$ cat src/rtl/fp_issue_queue_pkg.sv
// Shared encodings for the FP issue queue: float_alu op codes, flag bit
// positions and the sequencer state type.
package fp_issue_queue_pkg;

    // Op-code encoding understood by float_alu
    localparam logic [2:0] OP_ADD = 3'd0;
    localparam logic [2:0] OP_SUB = 3'd1;
    localparam logic [2:0] OP_MUL = 3'd2;
    localparam logic [2:0] OP_DIV = 3'd3;

    // Bit positions inside the 5-bit {NV,DZ,OF,UF,NX} flag vector
    localparam int FLAG_NV = 4;
    localparam int FLAG_DZ = 3;
    localparam int FLAG_OF = 2;
    localparam int FLAG_UF = 1;
    localparam int FLAG_NX = 0;

    typedef enum logic [1:0] {
        ST_IDLE  = 2'd0,
        ST_LOAD  = 2'd1,
        ST_START = 2'd2,
        ST_BUSY  = 2'd3
    } iq_state_e;

    // True for op codes that float_alu actually implements
    function automatic logic op_legal(input logic [2:0] op);
        return (op == OP_ADD) || (op == OP_SUB) || (op == OP_MUL) || (op == OP_DIV);
    endfunction

endpackage

$ cat src/rtl/fp_req_fifo.sv
// Request FIFO: synchronous-reset circular buffer with occupancy count.
// No bypass: a pushed entry becomes visible on the following cycle.
module fp_req_fifo #(
    parameter int WIDTH = 8,
    parameter int DEPTH = 4
) (
    input  logic             clk,
    input  logic             rst_n,
    input  logic             push_i,
    input  logic [WIDTH-1:0] wdata_i,
    input  logic             pop_i,
    output logic [WIDTH-1:0] rdata_o,
    output logic             full_o,
    output logic             empty_o
);
    localparam int AW = $clog2(DEPTH);
    localparam logic [AW:0]   FULL_CNT = (AW+1)'(DEPTH);
    localparam logic [AW:0]   CNT_ONE  = (AW+1)'(1);
    localparam logic [AW-1:0] PTR_ONE  = AW'(1);

    logic [DEPTH-1:0][WIDTH-1:0] mem_q;
    logic [AW-1:0]               wr_ptr_q, rd_ptr_q;
    logic [AW:0]                 count_q;
    logic                        do_push, do_pop;

    assign full_o  = (count_q == FULL_CNT);
    assign empty_o = (count_q == '0);
    assign do_push = push_i && !full_o;
    assign do_pop  = pop_i && !empty_o;
    assign rdata_o = mem_q[rd_ptr_q];

    // Storage array; contents are don't-care until written, so no reset
    always_ff @(posedge clk) begin
        if (do_push) mem_q[wr_ptr_q] <= wdata_i;
    end

    // Pointers and occupancy; simultaneous push and pop leave count unchanged
    always_ff @(posedge clk) begin
        if (!rst_n) begin
            wr_ptr_q <= '0;
            rd_ptr_q <= '0;
            count_q  <= '0;
        end else begin
            if (do_push) wr_ptr_q <= wr_ptr_q + PTR_ONE;
            if (do_pop)  rd_ptr_q <= rd_ptr_q + PTR_ONE;
            case ({do_push, do_pop})
                2'b10:   count_q <= count_q + CNT_ONE;
                2'b01:   count_q <= count_q - CNT_ONE;
                default: count_q <= count_q;
            endcase
        end
    end

endmodule

$ cat src/rtl/fp_issue_queue.sv
// FP issue queue: buffers requests, issues them one at a time to float_alu
// with operands held steady for the whole op, returns tagged results through
// a registered slot and accumulates sticky IEEE flags.
module fp_issue_queue
    import fp_issue_queue_pkg::*;
#(
    parameter int P     = 23,
    parameter int E     = 8,
    parameter int N     = P + E + 1,
    parameter int DEPTH = 4,
    parameter int TAG_W = 4
) (
    input  logic             clk,
    input  logic             rst_n,
    input  logic             req_valid,
    output logic             req_ready,
    input  logic [N-1:0]     req_a,
    input  logic [N-1:0]     req_b,
    input  logic [2:0]       req_op,
    input  logic             req_mode_fp,
    input  logic             req_round,
    input  logic [TAG_W-1:0] req_tag,
    output logic [N-1:0]     alu_op_a,
    output logic [N-1:0]     alu_op_b,
    output logic [2:0]       alu_op_code,
    output logic             alu_mode_fp,
    output logic             alu_round_mode,
    output logic             alu_start,
    output logic             alu_ready_in,
    input  logic             alu_valid_out,
    input  logic             alu_ready_out,
    input  logic [N-1:0]     alu_result,
    input  logic [4:0]       alu_flags,
    output logic             res_valid,
    input  logic             res_ready,
    output logic [N-1:0]     res_data,
    output logic [4:0]       res_flags,
    output logic [TAG_W-1:0] res_tag,
    output logic [4:0]       flags_sticky,
    input  logic             flags_clr,
    output logic             busy
);
    localparam int FW = TAG_W + 2 + 3 + 2*N;
    localparam logic [4:0] NV_ONLY = 5'(1) << FLAG_NV;

    // FIFO interface
    logic [FW-1:0]    fifo_wdata, fifo_rdata;
    logic             fifo_full, fifo_empty, fifo_pop;
    logic [N-1:0]     h_a, h_b;
    logic [2:0]       h_op;
    logic             h_mode, h_round;
    logic [TAG_W-1:0] h_tag;

    // Sequencer state and held operands
    iq_state_e        state_q;
    logic [N-1:0]     op_a_q, op_b_q;
    logic [2:0]       op_code_q;
    logic             mode_q, round_q;
    logic [TAG_W-1:0] tag_q;

    // Output slot and sticky flags
    logic             res_valid_q;
    logic [N-1:0]     res_data_q;
    logic [4:0]       res_flags_q;
    logic [TAG_W-1:0] res_tag_q;
    logic [4:0]       sticky_q;

    logic             slot_free, legal, cap_alu, cap_ill, capture;
    logic [N-1:0]     cap_data;
    logic [4:0]       cap_flags;

    assign fifo_wdata = {req_tag, req_round, req_mode_fp, req_op, req_b, req_a};
    assign {h_tag, h_round, h_mode, h_op, h_b, h_a} = fifo_rdata;
    assign fifo_pop   = (state_q == ST_IDLE) && !fifo_empty;

    fp_req_fifo #(.WIDTH(FW), .DEPTH(DEPTH)) u_fifo (
        .clk     (clk),
        .rst_n   (rst_n),
        .push_i  (req_valid && req_ready),
        .wdata_i (fifo_wdata),
        .pop_i   (fifo_pop),
        .rdata_o (fifo_rdata),
        .full_o  (fifo_full),
        .empty_o (fifo_empty)
    );

    // Held during reset so nothing is accepted that the reset would discard
    assign req_ready = rst_n && !fifo_full;

    assign slot_free    = !res_valid_q || res_ready;
    assign legal        = op_legal(op_code_q);
    // start tracks ALU readiness directly so it is a one-cycle pulse
    assign alu_start    = (state_q == ST_START) && legal && alu_ready_out;
    assign alu_ready_in = (state_q == ST_BUSY) && slot_free;
    assign cap_alu      = (state_q == ST_BUSY) && alu_valid_out && alu_ready_in;
    // Illegal ops never reach the ALU; they retire with an NV-only result
    assign cap_ill      = (state_q == ST_START) && !legal && slot_free;
    assign capture      = cap_alu || cap_ill;
    assign cap_data     = cap_alu ? alu_result : '0;
    assign cap_flags    = cap_alu ? alu_flags : NV_ONLY;

    assign alu_op_a       = op_a_q;
    assign alu_op_b       = op_b_q;
    assign alu_op_code    = op_code_q;
    assign alu_mode_fp    = mode_q;
    assign alu_round_mode = round_q;

    assign res_valid    = res_valid_q;
    assign res_data     = res_data_q;
    assign res_flags    = res_flags_q;
    assign res_tag      = res_tag_q;
    assign flags_sticky = sticky_q;
    assign busy         = !fifo_empty || (state_q != ST_IDLE) || res_valid_q;

    // Issue sequencer; held registers only change on a pop in IDLE
    always_ff @(posedge clk) begin
        if (!rst_n) begin
            state_q   <= ST_IDLE;
            op_a_q    <= '0;
            op_b_q    <= '0;
            op_code_q <= '0;
            mode_q    <= 1'b0;
            round_q   <= 1'b0;
            tag_q     <= '0;
        end else begin
            case (state_q)
                ST_IDLE: begin
                    if (!fifo_empty) begin
                        op_a_q    <= h_a;
                        op_b_q    <= h_b;
                        op_code_q <= h_op;
                        mode_q    <= h_mode;
                        round_q   <= h_round;
                        tag_q     <= h_tag;
                        state_q   <= ST_LOAD;
                    end
                end
                // Gives float_alu a cycle to remux ready_out for the new op
                ST_LOAD:  state_q <= ST_START;
                ST_START: begin
                    if (alu_start)    state_q <= ST_BUSY;
                    else if (cap_ill) state_q <= ST_IDLE;
                end
                ST_BUSY: begin
                    if (cap_alu) state_q <= ST_IDLE;
                end
                default: state_q <= ST_IDLE;
            endcase
        end
    end

    // Result slot; a capture wins over a same-cycle drain
    always_ff @(posedge clk) begin
        if (!rst_n) begin
            res_valid_q <= 1'b0;
            res_data_q  <= '0;
            res_flags_q <= '0;
            res_tag_q   <= '0;
        end else if (capture) begin
            res_valid_q <= 1'b1;
            res_data_q  <= cap_data;
            res_flags_q <= cap_flags;
            res_tag_q   <= tag_q;
        end else if (res_ready) begin
            res_valid_q <= 1'b0;
        end
    end

    // Sticky flags; clear with capture keeps only the new flags
    always_ff @(posedge clk) begin
        if (!rst_n)         sticky_q <= '0;
        else if (capture)   sticky_q <= (flags_clr ? 5'b0 : sticky_q) | cap_flags;
        else if (flags_clr) sticky_q <= '0;
    end

endmodule

$ cat config.mk
export PLATFORM = sky130hd
export DESIGN_NAME = fp_issue_queue
export DESIGN_NICKNAME = d
export VERILOG_FILES = /design/src/rtl/fp_issue_queue_pkg.sv /design/src/rtl/fp_req_fifo.sv /design/src/rtl/fp_issue_queue.sv
export SDC_FILE = /design/constraint.sdc
export NUM_CORES = 1
export LEC_CHECK = 0
export BUFFER_PORTS_ARGS = -buffer_cell sky130_fd_sc_hd__buf_2
export CAP_MARGIN = 20
export CORE_MARGIN = 10
export CORE_UTILIZATION = 56
export DETAILED_ROUTE_END_ITERATION = 16
export PLACE_DENSITY = 0.79
export SKIP_CTS_REPAIR_TIMING = 1
export SLEW_MARGIN = 20
export SYNTH_ARGS = -nofsm -noshare
export SYNTH_HDL_FRONTEND = slang
export SYNTH_SLANG_ARGS = --single-unit
$ cat constraint.sdc
create_clock -name clk -period 4.3 [get_ports clk]
set_clock_uncertainty 0.1 [all_clocks]
set_input_delay 0.215 -clock clk [delete_from_list [all_inputs] [get_ports clk]]
set_output_delay 0.215 -clock clk [all_outputs]
set_load 0.01 [all_outputs]
After elaboration in Yosys (flattened, before gate mapping)

Index checks and enable logic that the tools add are counted.

$add $sub $neg: 4
Mux-type cells: 17
Equality and inequality tests: 12
Magnitude comparators: 3
Bitwise logic cells: 2
Reductions and logical operators: 32

Operators by type and width:

| kind                | count |
|---|---|
| $bwmux 292          | 1 |
| $bmux 73 s2         | 1 |
| $demux 73 s2        | 1 |
| $mux 73             | 2 |
| $mux 32             | 1 |
| $mux 5              | 3 |
| $logic_and 1x1->1   | 13 |
| $mux 2              | 4 |
| $pmux 2 s4          | 1 |
| $logic_or 1x1->1    | 7 |
| $eq 2x2->1 const B  | 3 |
| $eq 3x2->1 const B  | 2 |
| $logic_not 3->1     | 2 |
| $lt 2x3->1 const B  | 2 |
| $pmux 3 s2          | 1 |
| $reduce_bool 2->1   | 3 |
| $or 5x5->5          | 1 |
| $add 2x1->2 const B | 2 |
| $eq 2x1->1 const B  | 2 |
| $logic_not 1->1     | 4 |
| $ne 2x2->1 const B  | 2 |
| $add 3x1->3 const B | 1 |
| $eq 3x1->1 const B  | 1 |
| $eq 3x3->1 const B  | 1 |
| 8 further kinds     | 9 |

Bits of input ports: 117
Output and inout bits: 120
Register bits: 421
Logic and storage cells: 89

Longest topological paths before layout

Word-level depth: 10
Gate-level depth with buffers: 9
Mapped depth without buffers: 9

Cells and area by module

A second synthesis with hierarchy kept.

Cells, all modules: 890
Area total of the unflattened synthesis: 15290.9 µm²

By module, submodules not included:

| module         | times used | cells an instance | area each (µm²) |
|---|---|---|---|
| fp_req_fifo    | 1          | 433               | 11023.1 |
| fp_issue_queue | 1          | 457               | 4267.8 |

Least setup slack after synthesis

OpenSTA, ideal clock, no wires.

Path kind: flip-flop to flip-flop
From: register u_fifo.count_q[0]
To: register u_fifo.mem_q[0] (netlist bit) (enable)
Required time: 3.761 ns
Data arrival time: 2.671 ns
Stages on the path, launching flop included: 4
Setup slack: 1.090 ns
Cells stage by stage: dfxtp_1 > nor2_1 > a211oi_2 > and2_1

Word-level cells in the longest chain between the ends: 5

RTL lines:

| what                          | line                                    | source |
|---|---|---|
| start, declared               | fp_req_fifo.sv:23                       | `logic [AW:0] count_q;` |
| start signal, assigned        | fp_req_fifo.sv:47                       | `2'b10: count_q <= count_q + CNT_ONE;` |
| start signal, assigned        | fp_req_fifo.sv:48                       | `2'b01: count_q <= count_q - CNT_ONE;` |
| start signal, assigned        | fp_req_fifo.sv:49                       | `default: count_q <= count_q;` |
| $eq 3x3->1 *                  | fp_req_fifo.sv:26                       | `assign full_o = (count_q == FULL_CNT);` |
| $logic_not 1->1 *             | fp_req_fifo.sv:28, fp_issue_queue.sv:88 |  |
| $logic_and 1x1->1             | fp_issue_queue.sv:88                    | `assign req_ready = rst_n && !fifo_full;` |
| $logic_and 1x1->1             | fp_issue_queue.sv:79                    | `.push_i (req_valid && req_ready),` |
| $logic_and 1x1->1 *           | fp_req_fifo.sv:28                       | `assign do_push = push_i && !full_o;` |
| end signal, assigned by index | fp_req_fifo.sv:34                       | `if (do_push) mem_q[wr_ptr_q] <= wdata_i;` |
| end, declared                 | fp_req_fifo.sv:21                       | `logic [DEPTH-1:0][WIDTH-1:0] mem_q;` |

Every way passes the cells marked *; elsewhere a longest branch is shown, timed or not.
A chain may end at the register's enable or synchronous reset.

Worst setup path after layout

From: input rst_n
To: register u_fifo.mem_q[76] (netlist bit) (enable)

Word-level cells in the longest chain between the ends: 3

RTL lines:

| what              | line                 | source |
|---|---|---|
| start, declared   | fp_issue_queue.sv:14 | `input logic rst_n,` |
| $logic_and 1x1->1 | fp_issue_queue.sv:88 |  |
| $logic_and 1x1->1 | fp_issue_queue.sv:79 |  |
| $logic_and 1x1->1 | fp_req_fifo.sv:28    |  |

Every way passes these cells.

==> impl_metrics.yaml <==
timing:
  fin_ws_ns: 1.30
  fmax_ghz: 0.333
  period_minus_slack_ns: 3.00
  fin_crit_sh_pct: 69.8
  tightest_slew_ns: 1.05
  setup_violations: 0
  fin_tns_setup_ns: 0
  grt_setup_unrepaired: "false"
  maxSlewViolCount: 0
  hold_viol: 0
  maxSlewHeadroom_pct: 30.0
power:
  p_switching_w: 0.00307
  swShare_pct: 28.0
  ir_drop_mv: 0.425
  pwr-share-seq_pct: 48.6
  p_comb_share_pct: 20.4
  clkPwrFrac_pct: 31.0
  pwr_density_cell_nw_per_um2: 573
  intPower_w: 0.00791
  power.leakage_nw: 6.96
  p_total_w: 0.0110
routing:
  via_per_inst: 5.94
  drtPass1Iterations: 5
  wl_met3_microns: 2860
  wl_per_cell_microns: 23.7
  drt_wl_total_microns: 36800
  postRouteAntennaNets: 0
  wl_met2_microns: 18400
  vias: 9201
  drt-met1-wl_microns: 14500
  drt-initial-drc-count: 806
  drc: 0
  top_layer: "met4"
floorplanning:
  die_area_sq_um: 34400
  ios: 237
  core-area_sq_um: 27000
  floorplan.initialDensity_pct: 57.0
  rows: 60
  die_height_microns: 186
  dieWidth_microns: 186
layout:
  area_delta_synth_final_pct: 24.8
  layout-drive-gt1-share_pct: 33.1
  utilization_pct: 71.1
  fill_cells: 1644
  final_nets: 1297
logic_synthesis:
  netlist_top_cells_count: "292 x edfxtp_1, 129 x dfxtp_1, 73 x a22o_1, 73 x mux4_2, 50 x a21oi_1"
  syn_inst: 830
  synth_ff_type: "edfxtp_1"
  syn-cell-area_sq_um: 15400
  synth_area_leaders: "edfxtp_1 57%, dfxtp_1 17%, mux4_2 11%, a22o_1 4.2%, o31ai_1 2.0%"
  yosysSeqAreaShare_pct: 73.9
  syn_avg_cell_area_sq_um: 18.5
  ys_types: 43
  ys_ff_latch: 421
  yosysWarnings: 0
  synth.most_common_cell: "edfxtp_1"
  synth_top_cell_by_area: "edfxtp_1"
  synth-edff-count: 292
  yosysTopAreaCellShare_pct: 57.1
  syn_nets: 953
  synthArstFlopShare_pct: 0
run_status:
  status: "finished clean"
min_path:
  hp-class: "input pin to register"
clock_tree:
  cts_buffers: 41
  clockBufferDepth: 3
  h-tree-depth: 2
  insertion_delay_ns: 0.53
  clkTransAtPathRegs_ns: 0.06
  cts_tree: "done"
  cts.sinks: 421
  root_buffer: "clkbuf_16"
placed_design:
  portBuffers: 236
  place_ws_ns: 1.32
  dpl.hpwl_microns: 20800
  globalplace.congestion: 0.764
worst_setup_path:
  cp-end-kind: "register"
  cp.arrival_ns: 3.09
  cp-start-kind: "input pin"
  cp_max_fo: 52
  critPathKind: "input pin to register"
  worstPathRequired_ns: 4.39
global_route:
  grt_pass1_wl_microns: 51800
  antenna_found_initial: 1
  grt_remaining_overflow: 0
  grt_max_degree: 76
  grt_pass1_vias: 8910
  gr-usage-all-layers_pct: 19.5
job:
  cap_violations: 0
## worst max-delay path: stages
cell and delay, ns:
dlygate4sd3_1 0.55, buf_2 0.24, inv_2 0.38, a211oi_2 0.60, and2_4 0.62, buf_4 0.44
## power by group through the flow
stage / logic (W) / clock network, W / registers [W]
2_1_floorplan: 0.00140 / 0 / 0.00538
3_3_place_gp: 0.00210 / 0 / 0.00540
3_5_place_dp: 0.00214 / 0 / 0.00542
4_1_cts: 0.00215 / 0.00346 / 0.00535
5_1_grt: 0.00243 / 0.00363 / 0.00540
6_report: 0.00224 / 0.00340 / 0.00533
## layer usage
| metal | vias up | track usage [%] |
|---|---|---|
| li1 | 4088 | - |
| met4 | 0 | 6.87 |
| met5 | - | 0 |
| met3 | 65 | 5.03 |
| met1 | 4630 | 24.8 |
| met2 | 418 | 31.8 |
## cell usage in the layout, fill, tap and decap left out, types with 5 or more instances in the layout
| cell type | netlist | routed |
|---|---|---|
| buf_2 | 17 | 236 |
| inv_1 | 8 | 8 |
| edfxtp_1 | 292 | 292 |
| buf_4 | 4 | 14 |
| nand4_1 | 40 | 40 |
| nand2b_1 | 6 | 6 |
| nor2_1 | 6 | 6 |
| ha_1 | 5 | 5 |
| dfxtp_1 | 129 | 127 |
| clkinv_1 | 0 | 7 |
| clkbuf_16 | 0 | 43 |
| clkbuf_1 | 30 | 14 |
| mux4_2 | 73 | 73 |
| dlygate4sd3_1 | 0 | 115 |
| nand2_1 | 5 | 5 |
| o31ai_1 | 41 | 41 |
| a22o_1 | 73 | 73 |
| a21oi_1 | 50 | 50 |
## final cells by class
type	count	area [sq um]	share of cell area (%)
Sequential cell	421	11400	59.3
Multi-Input combinational cell	333	3570	18.6
Timing Repair Buffer	367	2480	12.9
Clock buffer	61	1180	6.18
Tap cell	341	427	2.23
Clock inverter	15	100	0.523
Inverter	10	37.5	0.196
Antenna cell	2	5.00	0.0261
## final timing paths
check	from	endpoint	slack, ns	depth (start not counted)
max reg2reg	res_valid	flags_sticky[1]	1.71	5
min reg2reg	res_data[24]	res_data[24]	0.36	2
min	flags_clr	flags_sticky[4]	0.04	3
max	rst_n	u_fifo.mem_q[76]	1.30	6
## stage by stage
stage                     instances  instance area [sq um]  hold slack, ns
after global placement         1356                  16700           0.327
after detailed placement       1356                  16700           0.335
after CTS                      1432                  18000          -0.214
final                          1550                  19200          0.0388
after floorplan                 830                  15400           0.214
after global routing           1549                  19200          0.0357
## registers in the layout (all words and copies together), names as in the netlist
signal	cells
u_fifo.wr_ptr_q	2
alu_op_code	3
res_data	32
state_q	2
tag_q	4
flags_sticky	5
res_valid	1
alu_op_b	32
u_fifo.rd_ptr_q	2
u_fifo.count_q	3
alu_op_a	32
alu_mode_fp	1
u_fifo.mem_q	292
alu_round_mode	1
res_flags	5
res_tag	4
## kinds of logic after synthesis
| kind of cell | share of synthesized area, % |
|---|---|
| adders and majority gates | 0.538 |
| DFF | 73.9 |
| xor gates and xnor gates | 0.114 |
| muxes | 11.0 |
| and+or+nand+nor | 3.10 |
| AOI/OAI and AO/OA | 8.27 |
| buffers and inverters | 3.02 |
No activity file was read; power rests on OpenSTA's default activity.
